**config.mk**
```make
export PLATFORM = sky130hd
export DESIGN_NAME = net_resolver
export DESIGN_NICKNAME = d
export VERILOG_FILES = /design/src/rtl/net_resolver.sv
export SDC_FILE = /design/constraint.sdc
export NUM_CORES = 1
export LEC_CHECK = 0
export ABC_CLOCK_PERIOD_IN_PS = 4300
export BUFFER_PORTS_ARGS = -buffer_cell sky130_fd_sc_hd__buf_2
export CORE_ASPECT_RATIO = 2
export CORE_MARGIN = 5
export CORE_UTILIZATION = 55
export CTS_CLUSTER_SIZE = 8
export DETAILED_ROUTE_END_ITERATION = 6
export PLACE_DENSITY = 0.95
export SETUP_SLACK_MARGIN = 0.5
export SLEW_MARGIN = 10
export SYNTH_ARGS = -nofsm -noshare
export SYNTH_HDL_FRONTEND = slang
export SYNTH_SLANG_ARGS = --single-unit
export TNS_END_PERCENT = 50
```
**constraint.sdc**
```tcl
create_clock -name clk -period 4.3 [get_ports clk]
set_input_delay 0.645 -clock clk [delete_from_list [all_inputs] [get_ports clk]]
set_output_delay 0.645 -clock clk [all_outputs]
set_load 0.03 [all_outputs]
```
**src/rtl/net_resolver.sv**
```systemverilog
// net_resolver: registered multi-driver net resolver.
//
// Resolves N enabled drivers of WIDTH bits onto one shared bus each cycle and
// registers the result (1-cycle latency, no combinational input-to-output path).
// Resolution rule is selected by MODE:
//   0 = tri-state: lowest-index enabled driver wins; any enabled driver whose data
//       differs from it flags contention
//   1 = wired-OR of enabled drivers
//   2 = wired-AND of enabled drivers
//
// Optional feature macro: NET_RESOLVER_KEEPER_EN
//   defined   : undriven cycles hold the previous bus value (bus keeper)
//   undefined : undriven cycles drive 0 (MODE 0/1) or all-ones (MODE 2)
//
// Ports:
//   clk               clock, all state on rising edge
//   rst               synchronous active-high reset, highest priority
//   drv_en[N]         per-driver enable
//   drv_data[N*WIDTH] driver i at [i*WIDTH +: WIDTH]
//   clr_sticky        pulse, clears contention_sticky and contention_cnt
//   bus_q             registered resolved bus
//   bus_valid         registered, at least one driver enabled
//   contention        registered conflict flag (MODE 0 only)
//   contention_sticky set on contention, held until clr_sticky/rst
//   contention_cnt    saturating count of contention cycles
module net_resolver #(
  parameter int unsigned WIDTH = 8,
  parameter int unsigned N     = 4,
  parameter int unsigned MODE  = 0,
  parameter int unsigned CNT_W = 8
) (
  input  logic               clk,
  input  logic               rst,
  input  logic [N-1:0]       drv_en,
  input  logic [N*WIDTH-1:0] drv_data,
  input  logic               clr_sticky,
  output logic [WIDTH-1:0]   bus_q,
  output logic               bus_valid,
  output logic               contention,
  output logic               contention_sticky,
  output logic [CNT_W-1:0]   contention_cnt
);

  // Elaboration-time parameter checks.
  if (MODE > 2) begin : g_bad_mode
    $error("net_resolver: MODE must be 0 (tri), 1 (wor) or 2 (wand)");
  end
  if (N < 2) begin : g_bad_n
    $error("net_resolver: N must be at least 2");
  end

  localparam logic [CNT_W-1:0] CntMax = '1;

  logic [WIDTH-1:0] first_data;
  logic             first_found;
  logic             any_en;
  logic             conflict;
  logic [WIDTH-1:0] or_acc;
  logic [WIDTH-1:0] and_acc;
  logic [WIDTH-1:0] idle_val;
  logic [WIDTH-1:0] bus_d;
  logic             valid_d;
  logic             contention_d;
  logic             sticky_d;
  logic [CNT_W-1:0] cnt_base;
  logic [CNT_W-1:0] cnt_d;

  // Priority pick of the lowest-index enabled driver plus OR/AND reductions.
  always_comb begin
    first_data  = '0;
    first_found = 1'b0;
    or_acc      = '0;
    and_acc     = '1;
    for (int unsigned i = 0; i < N; i++) begin
      if (drv_en[i]) begin
        or_acc  = or_acc | drv_data[i*WIDTH +: WIDTH];
        and_acc = and_acc & drv_data[i*WIDTH +: WIDTH];
        if (!first_found) begin
          first_data  = drv_data[i*WIDTH +: WIDTH];
          first_found = 1'b1;
        end
      end
    end
  end

  // Conflict: an enabled driver disagrees with the winner. Equal values are fine.
  always_comb begin
    conflict = 1'b0;
    for (int unsigned i = 0; i < N; i++) begin
      if (drv_en[i] && (drv_data[i*WIDTH +: WIDTH] != first_data)) begin
        conflict = 1'b1;
      end
    end
  end

  assign any_en = |drv_en;

  // Value placed on the bus when nobody drives it.
  always_comb begin
`ifdef NET_RESOLVER_KEEPER_EN
    idle_val = bus_q;
`else
    if (MODE == 2) begin
      idle_val = '1;
    end else begin
      idle_val = '0;
    end
`endif
  end

  always_comb begin
    bus_d        = idle_val;
    valid_d      = any_en;
    contention_d = 1'b0;
    if (any_en) begin
      if (MODE == 1) begin
        bus_d = or_acc;
      end else if (MODE == 2) begin
        bus_d = and_acc;
      end else begin
        bus_d        = first_data;
        contention_d = conflict;
      end
    end
  end

  // Clear is applied first, so a clear coinciding with contention yields cnt = 1.
  always_comb begin
    cnt_base = clr_sticky ? '0 : contention_cnt;
    cnt_d    = cnt_base;
    sticky_d = clr_sticky ? 1'b0 : contention_sticky;
    if (contention_d) begin
      sticky_d = 1'b1;
      if (cnt_base != CntMax) begin
        cnt_d = cnt_base + 1'b1;
      end
    end
  end

  always_ff @(posedge clk) begin
    if (rst) begin
      bus_q             <= '0;
      bus_valid         <= 1'b0;
      contention        <= 1'b0;
      contention_sticky <= 1'b0;
      contention_cnt    <= '0;
    end else begin
      bus_q             <= bus_d;
      bus_valid         <= valid_d;
      contention        <= contention_d;
      contention_sticky <= sticky_d;
      contention_cnt    <= cnt_d;
    end
  end

endmodule

```
=== Word level (Yosys, flattened, before mapping) ===
Index checks and enable logic that the tools add are counted.

* Add/subtract/negate cells: 1
* Eq/ne operators: 5
* Multiplexer cells: 20
* Bitwise operators: 1
* Reductions and logical operators: 7

{| class="wikitable"
|+ Operators by type and width
! operator !! number
|-
| two-way mux 8 bit || 10
|-
| != test 8 bit || 4
|-
| two-way mux 1 bit || 10
|-
| adder 8 x 1 -> 8 bit (second input constant) || 1
|-
| != test 8 bit (second input constant) || 1
|-
| logical AND 1 bit || 4
|-
| OR reduction 4 bit || 1
|-
| nonzero test 2 bit || 1
|-
| OR reduction 2 bit || 1
|-
| NOT 1 bit || 1
|}

* Register bits: 19
* Input bits: 39
* Output and inout bits: 19
* Word-level logic and storage cells: 39

=== Depth between registers and ports, before layout ===
* Depth after elaboration: 15
* Depth in mapped cells: 11
* Depth with buffers taken out: 8

=== Worst setup path before layout ===
Ideal clock, no wire load.

* Path type: input-to-reg
* From: in drv_en[1]
* To: reg contention_cnt[2]
* Setup time: 0.123 ns
* Arrival: 2.652 ns
* Required time: 4.177 ns
* Setup slack: 1.525 ns
* Stages: 8
* Path buffers: 0
* Cell sequence: or4b_4 -> o22ai_1 -> a311oi_1 -> a2111oi_2 -> a41oi_2 -> or3_1 -> nand3_1 -> mux2_1

* Cells in the longest elaborated chain, start to end: 13
* Elaborated cells on any way between the ends: 22
* Classes of those cells: 4 x eq/ne; 13 x mux; 5 x reduce/logical

{| class="wikitable"
|+ RTL lines
! element !! RTL line !! text
|-
| start: declaration || 34 || <nowiki>input logic [N-1:0] drv_en,</nowiki>
|-
| two-way mux 8 bit / two-way mux 1 bit (equally long branches) || 75 || <nowiki>if (drv_en[i]) begin</nowiki>
|-
| two-way mux 8 bit || 78 || <nowiki>if (!first_found) begin</nowiki>
|-
| two-way mux 8 bit || 75 ||
|-
| two-way mux 8 bit || 78 ||
|-
| two-way mux 8 bit || 75 ||
|-
| != test 8 bit || 90 || <nowiki>if (drv_en[i] && (drv_data[i*WIDTH +: WIDTH] != first_data)) begin</nowiki>
|-
| logical AND 1 bit || 90 ||
|-
| two-way mux 1 bit (4 in series) || 90 ||
|-
| two-way mux 1 bit (*) || 115 || <nowiki>if (any_en) begin</nowiki>
|-
| two-way mux 8 bit (*) || 132 || <nowiki>if (contention_d) begin</nowiki>
|-
| end signal: assignment || 152 || <nowiki>contention_cnt <= cnt_d;</nowiki>
|-
| end: declaration || 41 || <nowiki>output logic [CNT_W-1:0] contention_cnt</nowiki>
|}

Mark *: on every way between the ends. The rest lies on a longest branch, timed or not.
A chain may end at the register's enable or synchronous reset.

=== Final worst setup path ===
* From: in drv_en[0]
* To: reg contention_cnt[2]

* Cells in the longest elaborated chain, start to end: 15
* Elaborated cells on any way between the ends: 25
* Classes of those cells: 4 x eq/ne; 16 x mux; 5 x reduce/logical

{| class="wikitable"
|+ RTL lines
! element !! RTL line
|-
| two-way mux 8 bit / two-way mux 1 bit (equally long branches) || -
|-
| two-way mux 8 bit || 78
|-
| two-way mux 8 bit || 75
|-
| two-way mux 8 bit || 78
|-
| two-way mux 8 bit || 75
|-
| two-way mux 8 bit || 78
|-
| two-way mux 8 bit || 75
|-
| != test 8 bit || 90
|-
| logical AND 1 bit || 90
|-
| two-way mux 1 bit (4 in series) || 90
|-
| two-way mux 1 bit (*) || 115
|-
| two-way mux 8 bit (*) || 132
|}

Marked as above.

==> flow_metrics.tcl <==
set metrics [dict create \
    status "finished clean" \
    postSynth.asyncResetShare_pct 0 \
    grt_max_degree 31 \
    wl_per_cell_um 17.57 \
    synth_flop_cell "dfxtp_1" \
    p_clk_share_pct 25.5 \
    drive_gt1_share_pct 26.98 \
    maxCapViolCount 0 \
    synth_edf_count 0 \
    area_delta_synth_final_pct 19.30 \
    swShare_pct 35.16 \
    switchingPower_mw 0.1708 \
    track_usage_pct 25.09 \
    setup_slack_ns 1.212 \
    cts_tree "built" \
    synth.top_cell.area_share_pct 22.22 \
    fin_crit_sh_pct 71.82 \
    fill_cells 284 \
    cts-resized-gates 0 \
    clkSinkCount 19 \
    port_buffers 57 \
    io_pins 58 \
    routabilityCongestion 0.9961 \
    cp_max_fo 30 \
    die-area_um2 4395 \
    diodes 0 \
    rsz0062_at_grt "false" \
    intPower_mw 0.3149 \
    synth.yosys.seq_area_share_pct 22.22 \
    routed_wl_um 5412 \
    ant_nets 0 \
    critPathCaptureType "register" \
    synth_top_area_cell "dfxtp_1" \
    syn_inst 225 \
    drc_errors 0 \
    initial_utilization_pct 57.48 \
    crit_family "compound AO/OA/AOI/OAI gates" \
    dp.cells 304 \
    period_minus_slack_ns 3.088 \
    max-slew-margin-rel_pct 52.75 \
    ir_worst_vdd_uv 114.0 \
    die_y_um 88.89 \
    worstPathArrival_ns 3.24 \
    dp_hpwl_um 4311 \
    drt_iter0_drc 139 \
    hold_violations 0 \
    cp_num_buf_inv 2 \
    first_pass_iters 4 \
    slowest_stage "or3_1" \
    ys_types 62 \
    final_core_util_pct 68.57 \
    fmax_mhz 323.8 \
    die-width_um 49.45 \
    slew_violations 0 \
    finalPower_mw 0.4857 \
    netlist_top_cells_area "dfxtp_1, xnor2_1, xor2_1, nand3_1, nand2_1" \
    min-delay-path-class "register to register" \
    cts_buffer_depth 2 \
    grt_overflow 0 \
    avgViaCountPerCell 6.662 \
    cts.htree.levels 1 \
    cts_buffers 3 \
    tightest_slew_ns 0.7073 \
    dp_slack_ns 0.9636 \
    pwr_density_cell_nw_per_um2 237.9 \
    fp-row-count 28 \
    coreArea_um2 2978 \
    worstSkewPairLatency_ns 0.26 \
    synth.avg_cell_area_um2 7.607 \
    grt_pass1_vias 2024 \
    max_stage_delay_ns 0.44 \
    seqPwrFrac_pct 38.8 \
    critPathKind "primary input to register" \
    grt_pass1_wl_um 8859 \
    postLayoutCellArea_um2 2042 \
    combPwrFrac_pct 35.7 \
    syn_nets 265 \
    final-setup-viol-count 0 \
    nets 319 \
    setup.worst_path.start_class "primary input" \
    final-instance-count-excl-fill 308 \
    path_clk_slew_ns 0.07 \
    postCtsSetupRepairBufs 0 \
    crit_required_ns 4.45 \
    leakagePower_nw 0.8940 \
    skew_ns 0.002776 \
    synth_seq_cells 19 \
    vias 2052 \
    worst_hold_slack_ns 0.4629 \
    place_area_um2 1996 \
    syn-cell-area_um2 1712 \
    ys_warn_count 0 \
    clockRootBuffer "clkbuf_8" \
    fin_setup_tns_ns 0 \
    path_cells "buf_2, nor4b_2, buf_4, a221oi_1, o21ai_1, a2111oi_2, a41oi_2, or3_1, nand3_1, mux2_1" \
    holdBufCountCts 0 \
    antenna_found_initial 0 \
]
## logic make-up (layout without fill, tap and decap cells)
| group | Yosys count | in the layout | share of synthesized area [%] |
|---|---|---|---|
| AOI/OAI and AO/OA | 69 | 69 | 30.48 |
| xor gates and xnor gates | 16 | 16 | 8.187 |
| adders and majority gates | 1 | 1 | 0.7309 |
| buffers and inverters | 24 | 77 | 6.213 |
| DFF | 19 | 19 | 22.22 |
| muxes | 1 | 1 | 0.6578 |
| and+or+nand+nor | 95 | 95 | 31.51 |
## cells in the mapped netlist, drive strengths merged (2+ instances only)
library cell,instances
dfxtp,19
nor2,17
nand2,16
inv,14
nand3,12
a21oi,11
o21ai,10
xnor2,9
a31oi,8
nor2b,8
buf,7
nand3b,7
nor3,7
or3,7
xor2,7
a211oi,5
a221oi,5
nor4,5
and3,3
clkbuf,3
o211a,3
o22ai,3
a2111oi,2
a21o,2
a22oi,2
a2bb2oi,2
nor4b,2
o311a,2
o31a,2
or4,2
## per-layer routing
| metal | up-vias | wire length [um] | GRT usage [%] |
|---|---|---|---|
| met5 | - | 0 | 0 |
| met4 | 0 | 293 | 17.90 |
| met3 | 31 | 326 | 3.840 |
| met2 | 113 | 2958 | 47.36 |
| met1 | 952 | 1833 | 23.98 |
| li1 | 956 | - | - |
## flip-flops by register name, summed over array words and instances (netlist names)
signal / flops
bus_valid: 1
contention_sticky: 1
contention_cnt: 8
bus_q: 8
contention: 1
## layout by cell type (no fill, tap or decap), types with 3 or more instances in the layout
cell type / synthesis / routed
a221oi_1: 4 / 4
inv_1: 14 / 14
o21ai_1: 3 / 3
o22ai_1: 3 / 3
nand3_1: 12 / 12
a21oi_1: 11 / 11
clkbuf_8: 0 / 3
xnor2_1: 9 / 9
buf_2: 4 / 57
xor2_1: 7 / 7
a31oi_1: 8 / 8
o21ai_0: 7 / 7
nor2_1: 16 / 16
nor3_1: 5 / 5
dfxtp_1: 19 / 19
nor4_1: 5 / 5
and3_1: 3 / 3
nor2b_1: 8 / 8
o211a_1: 3 / 3
or3_1: 7 / 7
nand2_1: 16 / 16
nand3b_1: 7 / 7
a211oi_1: 4 / 4
## tightest hold or removal path, cell delays in order (launching register included)
cell and delay (ns):
dfxtp_1 0.31, nand2_1 0.05, a21oi_1 0.06
## cell type report
| type | instances | area (um^2) | area share, % |
|---|---|---|---|
| multi-input combinational | 182 | 1225 | 59.99 |
| sequential | 19 | 380.4 | 18.63 |
| timing repair buffer | 59 | 300.3 | 14.71 |
| inverter | 14 | 52.55 | 2.574 |
| clock buffer | 3 | 41.29 | 2.022 |
| tap | 30 | 37.54 | 1.838 |
| clock inverter | 1 | 5.005 | 0.2451 |
## worst paths after layout
path | depth (start not counted) | slack, ns | endpoint | start
worst max register to register | 7 | 2.35 | contention_cnt[3]$_SDFF_PP0_ | contention_cnt[1]$_SDFF_PP0_
worst max-delay path | 10 | 1.21 | contention_cnt[2]$_SDFF_PP0_ | drv_en[0]
worst min-delay path | 2 | 0.46 | contention_sticky$_SDFFE_PP0P_ | contention_sticky$_SDFFE_PP0P_
worst min register to register | 2 | 0.46 | contention_sticky$_SDFFE_PP0P_ | contention_sticky$_SDFFE_PP0P_
## power by group through the flow
stage / clock network (mW) / registers (mW) / logic, mW
after CTS: 0.124 / 0.188 / 0.171
after detailed placement: 0 / 0.192 / 0.170
after floorplan: 0 / 0.212 / 0.0896
final: 0.124 / 0.188 / 0.173
after global routing: 0.135 / 0.189 / 0.187
after global placement: 0 / 0.192 / 0.168
Power figures use the tool's default switching activity.
